$ cat config.mk
export PLATFORM = sky130hd
export DESIGN_NAME = mem_port_arbiter
export DESIGN_NICKNAME = d
export VERILOG_FILES = /design/src/rtl/mem_arb_pkg.sv /design/src/rtl/rr_pick2.sv /design/src/rtl/mem_port_arbiter.sv
export SDC_FILE = /design/constraint.sdc
export NUM_CORES = 1
export LEC_CHECK = 0
export CELL_PAD_IN_SITES_DETAIL_PLACEMENT = 0
export CELL_PAD_IN_SITES_GLOBAL_PLACEMENT = 1
export CORE_MARGIN = 4
export CORE_UTILIZATION = 32
export DETAILED_ROUTE_END_ITERATION = 16
export MAX_ROUTING_LAYER = met4
export PLACE_DENSITY = 0.88
export SLEW_MARGIN = 10
export SYNTH_ARGS = -nofsm -noshare
export SYNTH_HDL_FRONTEND = slang
export SYNTH_HIERARCHICAL = 1
export SYNTH_SLANG_ARGS = --single-unit
$ cat constraint.sdc
create_clock -name clock -period 2.8 [get_ports clock]
set_clock_uncertainty 0.2 [all_clocks]
set_input_delay 0.42 -clock clock [delete_from_list [all_inputs] [get_ports clock]]
set_output_delay 0.42 -clock clock [all_outputs]
set_load 0.1 [all_outputs]
$ cat src/rtl/mem_arb_pkg.sv
// Shared definitions for the two-port RAM arbiter: state encoding, port ids
// and default bus widths.
package mem_arb_pkg;

    localparam int unsigned ADDR_W_DEF = 9;
    localparam int unsigned DATA_W_DEF = 32;

    typedef enum logic [1:0] {
        IDLE    = 2'd0,
        ACCESS  = 2'd1,
        CAPTURE = 2'd2
    } arb_state_t;

    localparam logic PORT_FETCH = 1'b0;
    localparam logic PORT_DATA  = 1'b1;

endpackage

$ cat src/rtl/rr_pick2.sv
// Combinational two-way round-robin chooser; on a tie the port that did not
// win last time is picked.
module rr_pick2 (
    input  logic [1:0] eligible,
    input  logic       last_grant,
    output logic       valid,
    output logic       pick
);

    always_comb begin
        valid = |eligible;
        case (eligible)
            2'b01:   pick = 1'b0;
            2'b10:   pick = 1'b1;
            2'b11:   pick = ~last_grant;
            default: pick = 1'b0;
        endcase
    end

endmodule

$ cat src/rtl/mem_port_arbiter.sv
// Serialises instruction-fetch (port 0) and data (port 1) accesses onto a
// single-port synchronous RAM with a 3-cycle IDLE/ACCESS/CAPTURE sequence.
module mem_port_arbiter
    import mem_arb_pkg::*;
#(
    parameter int unsigned ADDR_W = ADDR_W_DEF,
    parameter int unsigned DATA_W = DATA_W_DEF
) (
    input  logic              clock,
    input  logic              clear_n,
    input  logic              req0,
    input  logic              we0,
    input  logic [ADDR_W-1:0] addr0,
    input  logic [DATA_W-1:0] wdata0,
    output logic              done0,
    output logic [DATA_W-1:0] rdata0,
    input  logic              req1,
    input  logic              we1,
    input  logic [ADDR_W-1:0] addr1,
    input  logic [DATA_W-1:0] wdata1,
    output logic              done1,
    output logic [DATA_W-1:0] rdata1,
    output logic              ram_read,
    output logic              ram_write,
    output logic [ADDR_W-1:0] ram_address,
    output logic [DATA_W-1:0] ram_data_in,
    input  logic [DATA_W-1:0] ram_data_out,
    output logic              busy,
    output logic              grant
);

    arb_state_t        r_state, w_state_nxt;
    logic              r_last_grant, w_last_grant_nxt;
    logic              r_grant, w_grant_nxt;
    logic              r_we, w_we_nxt;
    logic              r_busy, w_busy_nxt;
    logic              r_done0, w_done0_nxt;
    logic              r_done1, w_done1_nxt;
    logic              r_ram_read, w_ram_read_nxt;
    logic              r_ram_write, w_ram_write_nxt;
    logic [ADDR_W-1:0] r_ram_address, w_ram_address_nxt;
    logic [DATA_W-1:0] r_ram_data_in, w_ram_data_in_nxt;
    logic [DATA_W-1:0] r_rdata0, w_rdata0_nxt;
    logic [DATA_W-1:0] r_rdata1, w_rdata1_nxt;

    logic [1:0]        w_eligible;
    logic              w_valid;
    logic              w_pick;

    // Masking with done stops a requester that is just dropping req from
    // being granted again in its own completion cycle.
    assign w_eligible = {req1 & ~r_done1, req0 & ~r_done0};

    rr_pick2 u_rr_pick2 (
        .eligible   (w_eligible),
        .last_grant (r_last_grant),
        .valid      (w_valid),
        .pick       (w_pick)
    );

    always_comb begin
        w_state_nxt       = r_state;
        w_last_grant_nxt  = r_last_grant;
        w_grant_nxt       = r_grant;
        w_we_nxt          = r_we;
        w_done0_nxt       = 1'b0;
        w_done1_nxt       = 1'b0;
        w_ram_read_nxt    = 1'b0;
        w_ram_write_nxt   = 1'b0;
        w_ram_address_nxt = r_ram_address;
        w_ram_data_in_nxt = r_ram_data_in;
        w_rdata0_nxt      = r_rdata0;
        w_rdata1_nxt      = r_rdata1;

        case (r_state)
            IDLE: begin
                if (w_valid) begin
                    w_state_nxt       = ACCESS;
                    w_grant_nxt       = w_pick;
                    w_last_grant_nxt  = w_pick;
                    w_we_nxt          = (w_pick == PORT_DATA) ? we1 : we0;
                    w_ram_address_nxt = (w_pick == PORT_DATA) ? addr1 : addr0;
                    w_ram_read_nxt    = ~w_we_nxt;
                    w_ram_write_nxt   = w_we_nxt;
                    if (w_we_nxt) begin
                        w_ram_data_in_nxt = (w_pick == PORT_DATA) ? wdata1 : wdata0;
                    end
                end
            end
            ACCESS: begin
                w_state_nxt = CAPTURE;
            end
            CAPTURE: begin
                w_state_nxt = IDLE;
                if (r_grant == PORT_DATA) begin
                    w_done1_nxt = 1'b1;
                    if (!r_we) w_rdata1_nxt = ram_data_out;
                end else begin
                    w_done0_nxt = 1'b1;
                    if (!r_we) w_rdata0_nxt = ram_data_out;
                end
            end
            default: begin
                w_state_nxt = IDLE;
            end
        endcase

        w_busy_nxt = (w_state_nxt != IDLE);
    end

    always_ff @(posedge clock or negedge clear_n) begin
        if (!clear_n) begin
            r_state       <= IDLE;
            r_last_grant  <= PORT_DATA;
            r_grant       <= PORT_FETCH;
            r_we          <= 1'b0;
            r_busy        <= 1'b0;
            r_done0       <= 1'b0;
            r_done1       <= 1'b0;
            r_ram_read    <= 1'b0;
            r_ram_write   <= 1'b0;
            r_ram_address <= '0;
            r_ram_data_in <= '0;
            r_rdata0      <= '0;
            r_rdata1      <= '0;
        end else begin
            r_state       <= w_state_nxt;
            r_last_grant  <= w_last_grant_nxt;
            r_grant       <= w_grant_nxt;
            r_we          <= w_we_nxt;
            r_busy        <= w_busy_nxt;
            r_done0       <= w_done0_nxt;
            r_done1       <= w_done1_nxt;
            r_ram_read    <= w_ram_read_nxt;
            r_ram_write   <= w_ram_write_nxt;
            r_ram_address <= w_ram_address_nxt;
            r_ram_data_in <= w_ram_data_in_nxt;
            r_rdata0      <= w_rdata0_nxt;
            r_rdata1      <= w_rdata1_nxt;
        end
    end

    assign done0       = r_done0;
    assign done1       = r_done1;
    assign rdata0      = r_rdata0;
    assign rdata1      = r_rdata1;
    assign ram_read    = r_ram_read;
    assign ram_write   = r_ram_write;
    assign ram_address = r_ram_address;
    assign ram_data_in = r_ram_data_in;
    assign busy        = r_busy;
    assign grant       = r_grant;

endmodule

==> metrics.yaml, run 1 <==
sta:
  setup_viol: 0
  tightest_slew_ns: 0.5052
  relSlewSlack_pct: 66.32
  fin_crit_sh_pct: 80.89
  timing.final.crit_period_ns: 2.265
  setup_tns_ns: 0
  rsz0062_at_grt: "no"
  maxSlewViolCount: 0
  max_freq_ghz: 0.4415
  hold_violations: 0
place:
  dpl-instance-area_um2: 7151
  dp_cells: 719
  dpl.hpwl_mm: 9.417
  routabilityCongestion: 0.7284
  port_buffers: 230
global_route:
  grt_first_pass_wirelength_mm: 20.05
  grt_overflow: 0
  grt_pass1_vias: 3793
  track_usage_pct: 14.96
  grt_max_degree: 64
  antenna_found_initial: 0
clock_network:
  insertion_delay_ns: 0.40
  htree_levels: 4
  cts.sinks: 115
  cts_resized: 0
  cts_hold_buf: 1
  cts_buffers: 17
  clockBufferDepth: 2
  cts_tree: "yes"
  post_cts.repair.setup_buffers: 0
  clkSlewWorstSetupHoldPaths_ns: 0.05
  cts-root-buf: "clkbuf_16"
synth:
  syn_area_um2: 4931
  synth_fp_nets: 431
  ys_seq_area_share_pct: 58.39
  synthDistinctLibCells: 24
  synthAdderAreaFrac_pct: 0
  synth_xor_area_share_pct: 0
  synthMuxAreaShare_pct: 33.54
  synth_top_family_by_area: "multiplexers"
  synth-compound-area-share_pct: 1.269
  synth_area_per_cell_um2: 15.86
  yosys.area_share.simple_pct: 3.070
  syn-instance-count: 311
  ys_warn_count: 6
  synth-seq-cells: 115
detailed_routing:
  drt-total-wl_mm: 12.45
  remaining_drc_errors: 0
  wl_per_cell_um: 16.55
  vias: 3409
  ant_nets: 0
  dr.pass1.iters: 4
  via_per_inst: 4.533
  drt_iter0_drc: 103
worst_setup_path:
  cp_cell_sequence: "clkdlybuf4s50_1 -> nor2b_1 -> or2_1 -> nor3b_4 -> nor2b_2 -> buf_12 -> mux2_1"
  start_kind: "input pin"
  arrival_ns: 2.35
  critPathLaunch: "req0"
  r2r_cells: 6
  path_class: "in2reg"
  cp.required_ns: 2.88
  cp_num_buf_inv: 2
  timing.rr.start: "done0"
  slowest_stage: "clkdlybuf4s50_1"
  path_max_fanout: 26
  cp_num_cells: 7
  cp_top_family: "simple AND/OR/NAND/NOR gates"
  cp-end-kind: "flip-flop"
  max_stage_delay_ns: 0.46
floorplan:
  initial_core_util_pct: 32.56
  die_h_um: 132.1
  die_area_um2: 17460
  placementRows: 45
  pin_count: 231
  coreArea_um2: 15150
  die_w_um: 132.1
hold_path:
  min_path_type: "reg2reg"
  min_path_cells: 1
  hold_start: "ram_data_in[15]"
cells_and_area:
  n_antenna_cell: 0
  stdcell_count: 752
  area_delta_synth_final_pct: 58.44
  num-fill-cells: 1296
  layout-drive-gt1-share_pct: 45.57
  fin_area_um2: 7812
  num-nets-final: 671
flow_run:
  drv.max_cap_violation_count: 0
outcome:
  status: "completed"
[through the flow]
| stage | hold slack, ns | util, % | setup slack, ns |
|---|---|---|---|
| after floorplan | -0.07559 | - | 0.1539 |
| after global placement | 0.2204 | 47.21 | 0.2324 |
| after detailed placement | 0.2226 | 47.21 | 0.1310 |
| after CTS | 0.2904 | 51.58 | 0.5454 |
| after global routing | 0.3075 | 51.58 | 0.4973 |
| final | 0.2833 | 51.58 | 0.5351 |
[Yosys cell counts]
master	n	area, µm²
a21oi_1	9	45.04
dfrtp_1	114	2853
buf_12	3	60.06
o21ai_0	2	10.01
nor2b_4	1	13.76
nor3b_4	1	18.77
inv_1	2	7.510
clkbuf_1	4	15.01
buf_4	4	30.03
nor3b_2	1	12.51
and2_1	1	6.260
or2_1	1	6.260
and3b_2	1	10.01
buf_2	3	15.01
dfstp_2	1	26.28
a21boi_1	1	7.510
mux2i_1	10	100.1
mux2_4	30	450.4
nor2_1	13	48.80
buf_6	5	56.30
mux2_1	30	337.8
nand2_1	1	3.750
mux2_2	68	765.7
nor2b_1	5	31.28
[cells by family after synthesis]
| logic type | after synthesis |
|---|---|
| buffers and inverters | 21 |
| multiplexers | 138 |
| flip-flops | 115 |
| AND/OR/NAND/NOR | 25 |
| AO/OA/AOI/OAI | 12 |
[cell type report]
cell class	instances	area (µm²)	share of cell area [%]
Sequential cell	115	2879	36.85
Inverter	2	7.507	0.09609
Multi-Input combinational cell	175	1889	24.18
Tap cell	188	235.2	3.011
Clock buffer	22	474.2	6.070
Timing Repair Buffer	240	2150	27.51
Clock inverter	10	177.7	2.274
[registers in the layout, indices dropped and copies added, names as in the netlist, 2 cells and up]
name,flops
ram_address,9
r_state,2
rdata1,32
rdata0,32
ram_data_in,32
[metal layers]
layer	GRT usage, %	vias to the layer above	share of wire [%]
met2	25.68	138	53
met5	-	-	0
met3	5.229	17	6.3
li1	-	1582	-
met4	5.193	0	1.7
met1	16.08	1672	39
[worst register-to-register path, cell delays in order, from the launching register on]
cell and delay (ns):
dfrtp_1 0.40, nor2b_1 0.23, or2_1 0.18, nor3b_4 0.22
nor2b_2 0.26, buf_12 0.21, mux2_1 0.36
[cell usage in the layout, fill, tap and decap left out, types with 2 or more instances in the layout]
master / synthesis / routed
clkdlybuf4s50_1: 0 / 118
mux2_2: 68 / 68
buf_4: 4 / 117
nor2_1: 13 / 13
inv_1: 2 / 2
clkbuf_16: 0 / 17
mux2_1: 30 / 30
o21ai_0: 2 / 2
mux2i_1: 10 / 10
nor2b_1: 5 / 3
dfrtp_1: 114 / 114
a21oi_1: 9 / 9
mux2_4: 30 / 30
clkbuf_1: 4 / 2
clkbuf_8: 0 / 3
buf_12: 3 / 4
bufinv_16: 0 / 5
nor2b_4: 1 / 2
clkinv_2: 0 / 4
[worst paths after layout]
path / end / slack [ns]
max in group asynchronous: rdata1[29] / 1.35
worst min-delay path: ram_data_in[15] / 0.28
worst max-delay path: ram_data_in[21] / 0.54
worst max register to register: ram_data_in[21] / 0.63
worst min register to register: ram_data_in[15] / 0.28
min in group asynchronous: rdata0[2] / 0.34
Power of run 1 is left out: the tool's default activity adds up to more than one toggle a clock period on the data nets, which glitch-free logic cannot reach.
==> inputs of run 2 (changes only) <==
--- a/config.mk
+++ b/config.mk
@@ -8,10 +8,10 @@
 export CELL_PAD_IN_SITES_DETAIL_PLACEMENT = 0
 export CELL_PAD_IN_SITES_GLOBAL_PLACEMENT = 1
 export CORE_MARGIN = 4
-export CORE_UTILIZATION = 32
+export CORE_UTILIZATION = 29
 export DETAILED_ROUTE_END_ITERATION = 16
 export MAX_ROUTING_LAYER = met4
-export PLACE_DENSITY = 0.88
+export PLACE_DENSITY = 0.84
 export SLEW_MARGIN = 10
 export SYNTH_ARGS = -nofsm -noshare
 export SYNTH_HDL_FRONTEND = slang
==> constraint.sdc (replaced) <==
create_clock -name clock -period 1.9 [get_ports clock]
set_clock_uncertainty 0.2 [all_clocks]
set_input_delay 0.285 -clock clock [delete_from_list [all_inputs] [get_ports clock]]
set_output_delay 0.285 -clock clock [all_outputs]
set_load 0.1 [all_outputs]
==> metrics.yaml, run 2 (synthesis gave the netlist of run 1 again) <==
outcome:
  status: "complete, but fails checks"
  violations: "negative setup slack"
floorplan:
  placementRows: 47
  die_w_um: 138.4
  initial_core_util_pct: 29.63
  coreArea_um2: 16640
  die_h_um: 138.4
  die_area_um2: 19150
  pin_count: 231
global_route:
  groute.layer.met1.usage_pct: 16.15
  grt_pass1_vias: 4060
  grt_overflow: 0
  grt_max_degree: 68
  grt-busiest-layer: "met2"
  antenna_found_initial: 0
  met2_usage_pct: 27.47
  use_met3_pct: 5.421
  grt_first_pass_wirelength_mm: 22.83
  track_usage_pct: 15.60
clock_network:
  insertion_delay_ns: 0.41
  htree_levels: 4
  cts_tree: "yes"
  cts_buffers: 17
  cts.sinks: 115
  clkSlewWorstSetupHoldPaths_ns: 0.06
  cts-root-buf: "clkbuf_16"
  clockBufferDepth: 2
place:
  dp_cells: 760
  pre_cts_slack_ns: -0.5661
  port_buffers: 230
  routabilityCongestion: 0.7778
  dpl.hpwl_mm: 10.92
detailed_routing:
  ant_nets: 0
  drt-total-wl_mm: 14.88
  remaining_drc_errors: 0
  via_per_inst: 4.469
  vias: 3553
  dr.pass1.iters: 4
  wl_per_cell_um: 18.72
  drt_iter0_drc: 103
sta:
  timing.final.crit_period_ns: 2.093
  hold_violations: 0
  rsz0062_at_grt: "yes"
  worst_slack_ns: -0.1934
  relSlewSlack_pct: 57.34
  holdWs_ns: 0.2385
  fin_crit_sh_pct: 110.2
  max_freq_ghz: 0.4777
  setup_viol: 33
  maxSlewViolCount: 0
  tightest_slew_ns: 0.6399
cells_and_area:
  n_antenna_cell: 0
  layout-drive-gt1-share_pct: 50.96
  num-nets-final: 683
  layout_commonest_cell: "clkdlybuf4s50_1"
  num-fill-cells: 1247
  stdcell_count: 795
  area_delta_synth_final_pct: 92.77
  final_cell_mix: "clkdlybuf4s50_1, buf_12, dfrtp_1"
  final_util_pct: 57.12
worst_setup_path:
  arrival_ns: 2.18
  path_class: "reg2reg"
  path_max_fanout: 18
  start_kind: "flip-flop"
  cp-end-kind: "flip-flop"
  cp.required_ns: 1.99
flow_run:
  drv.max_cap_violation_count: 0
hold_path:
  min_path_type: "in2async"
[run 2: critical path, stage by stage, from the launching register on]
cell      delay [ns]
dfrtp_4         0.48
nor2b_4         0.12
a21boi_4        0.29
mux2i_4         0.31
nor2b_4         0.08
buf_12          0.16
mux2_1          0.32
[run 2: cell type report]
class                      count  area [µm²]  area share (%)
timing repair buffer         252        3691           38.83
sequential                   115        2893           30.43
multi-input combinational    175        2074           21.82
clock buffer                  22       484.2           5.094
tap                          220       275.3           2.896
clock inverter                 9       80.08          0.8424
inverter                       2       7.507         0.07898
[run 2: metrics by stage]
step	instance area, µm²	setup TNS [ns]
2_1_floorplan	4979	-9.932
3_3_place_gp	8673	-17.98
3_5_place_dp	8673	-19.74
4_1_cts	9339	-5.945
5_1_grt	9505	-8.860
6_report	9505	-5.652
[run 2: timing repair]
| action | CTS | global route |
|---|---|---|
| hold buffers | 1 | 0 |
| gates cloned | 0 | 2 |
| setup buffers | 1 | 1 |
| endpoints found under the setup margin | 35 | 43 |
| gates resized for setup | 22 | 30 |
| endpoints found under the hold margin | 114 | 0 |
[run 2: per-layer routing]
metal	vias to the layer above	wire length [µm]
met5	-	0
met4	0	281
met3	21	971
met2	133	8126
met1	1801	5504
li1	1598	-
[run 2: final timing paths]
check | start | cells after the start | slack [ns] | end
max | done1 | 6 | -0.19 | ram_data_in[8]
min reg2reg | r_state[1] | 1 | 0.31 | r_state[1]
max in group asynchronous | clear_n | 3 | 0.66 | grant
max reg2reg | done1 | 6 | -0.19 | ram_data_in[8]
min in group clock | r_state[1] | 1 | 0.31 | r_state[1]
min | clear_n | 3 | 0.24 | rdata0[6]
Power of run 2 is left out for the same reason.
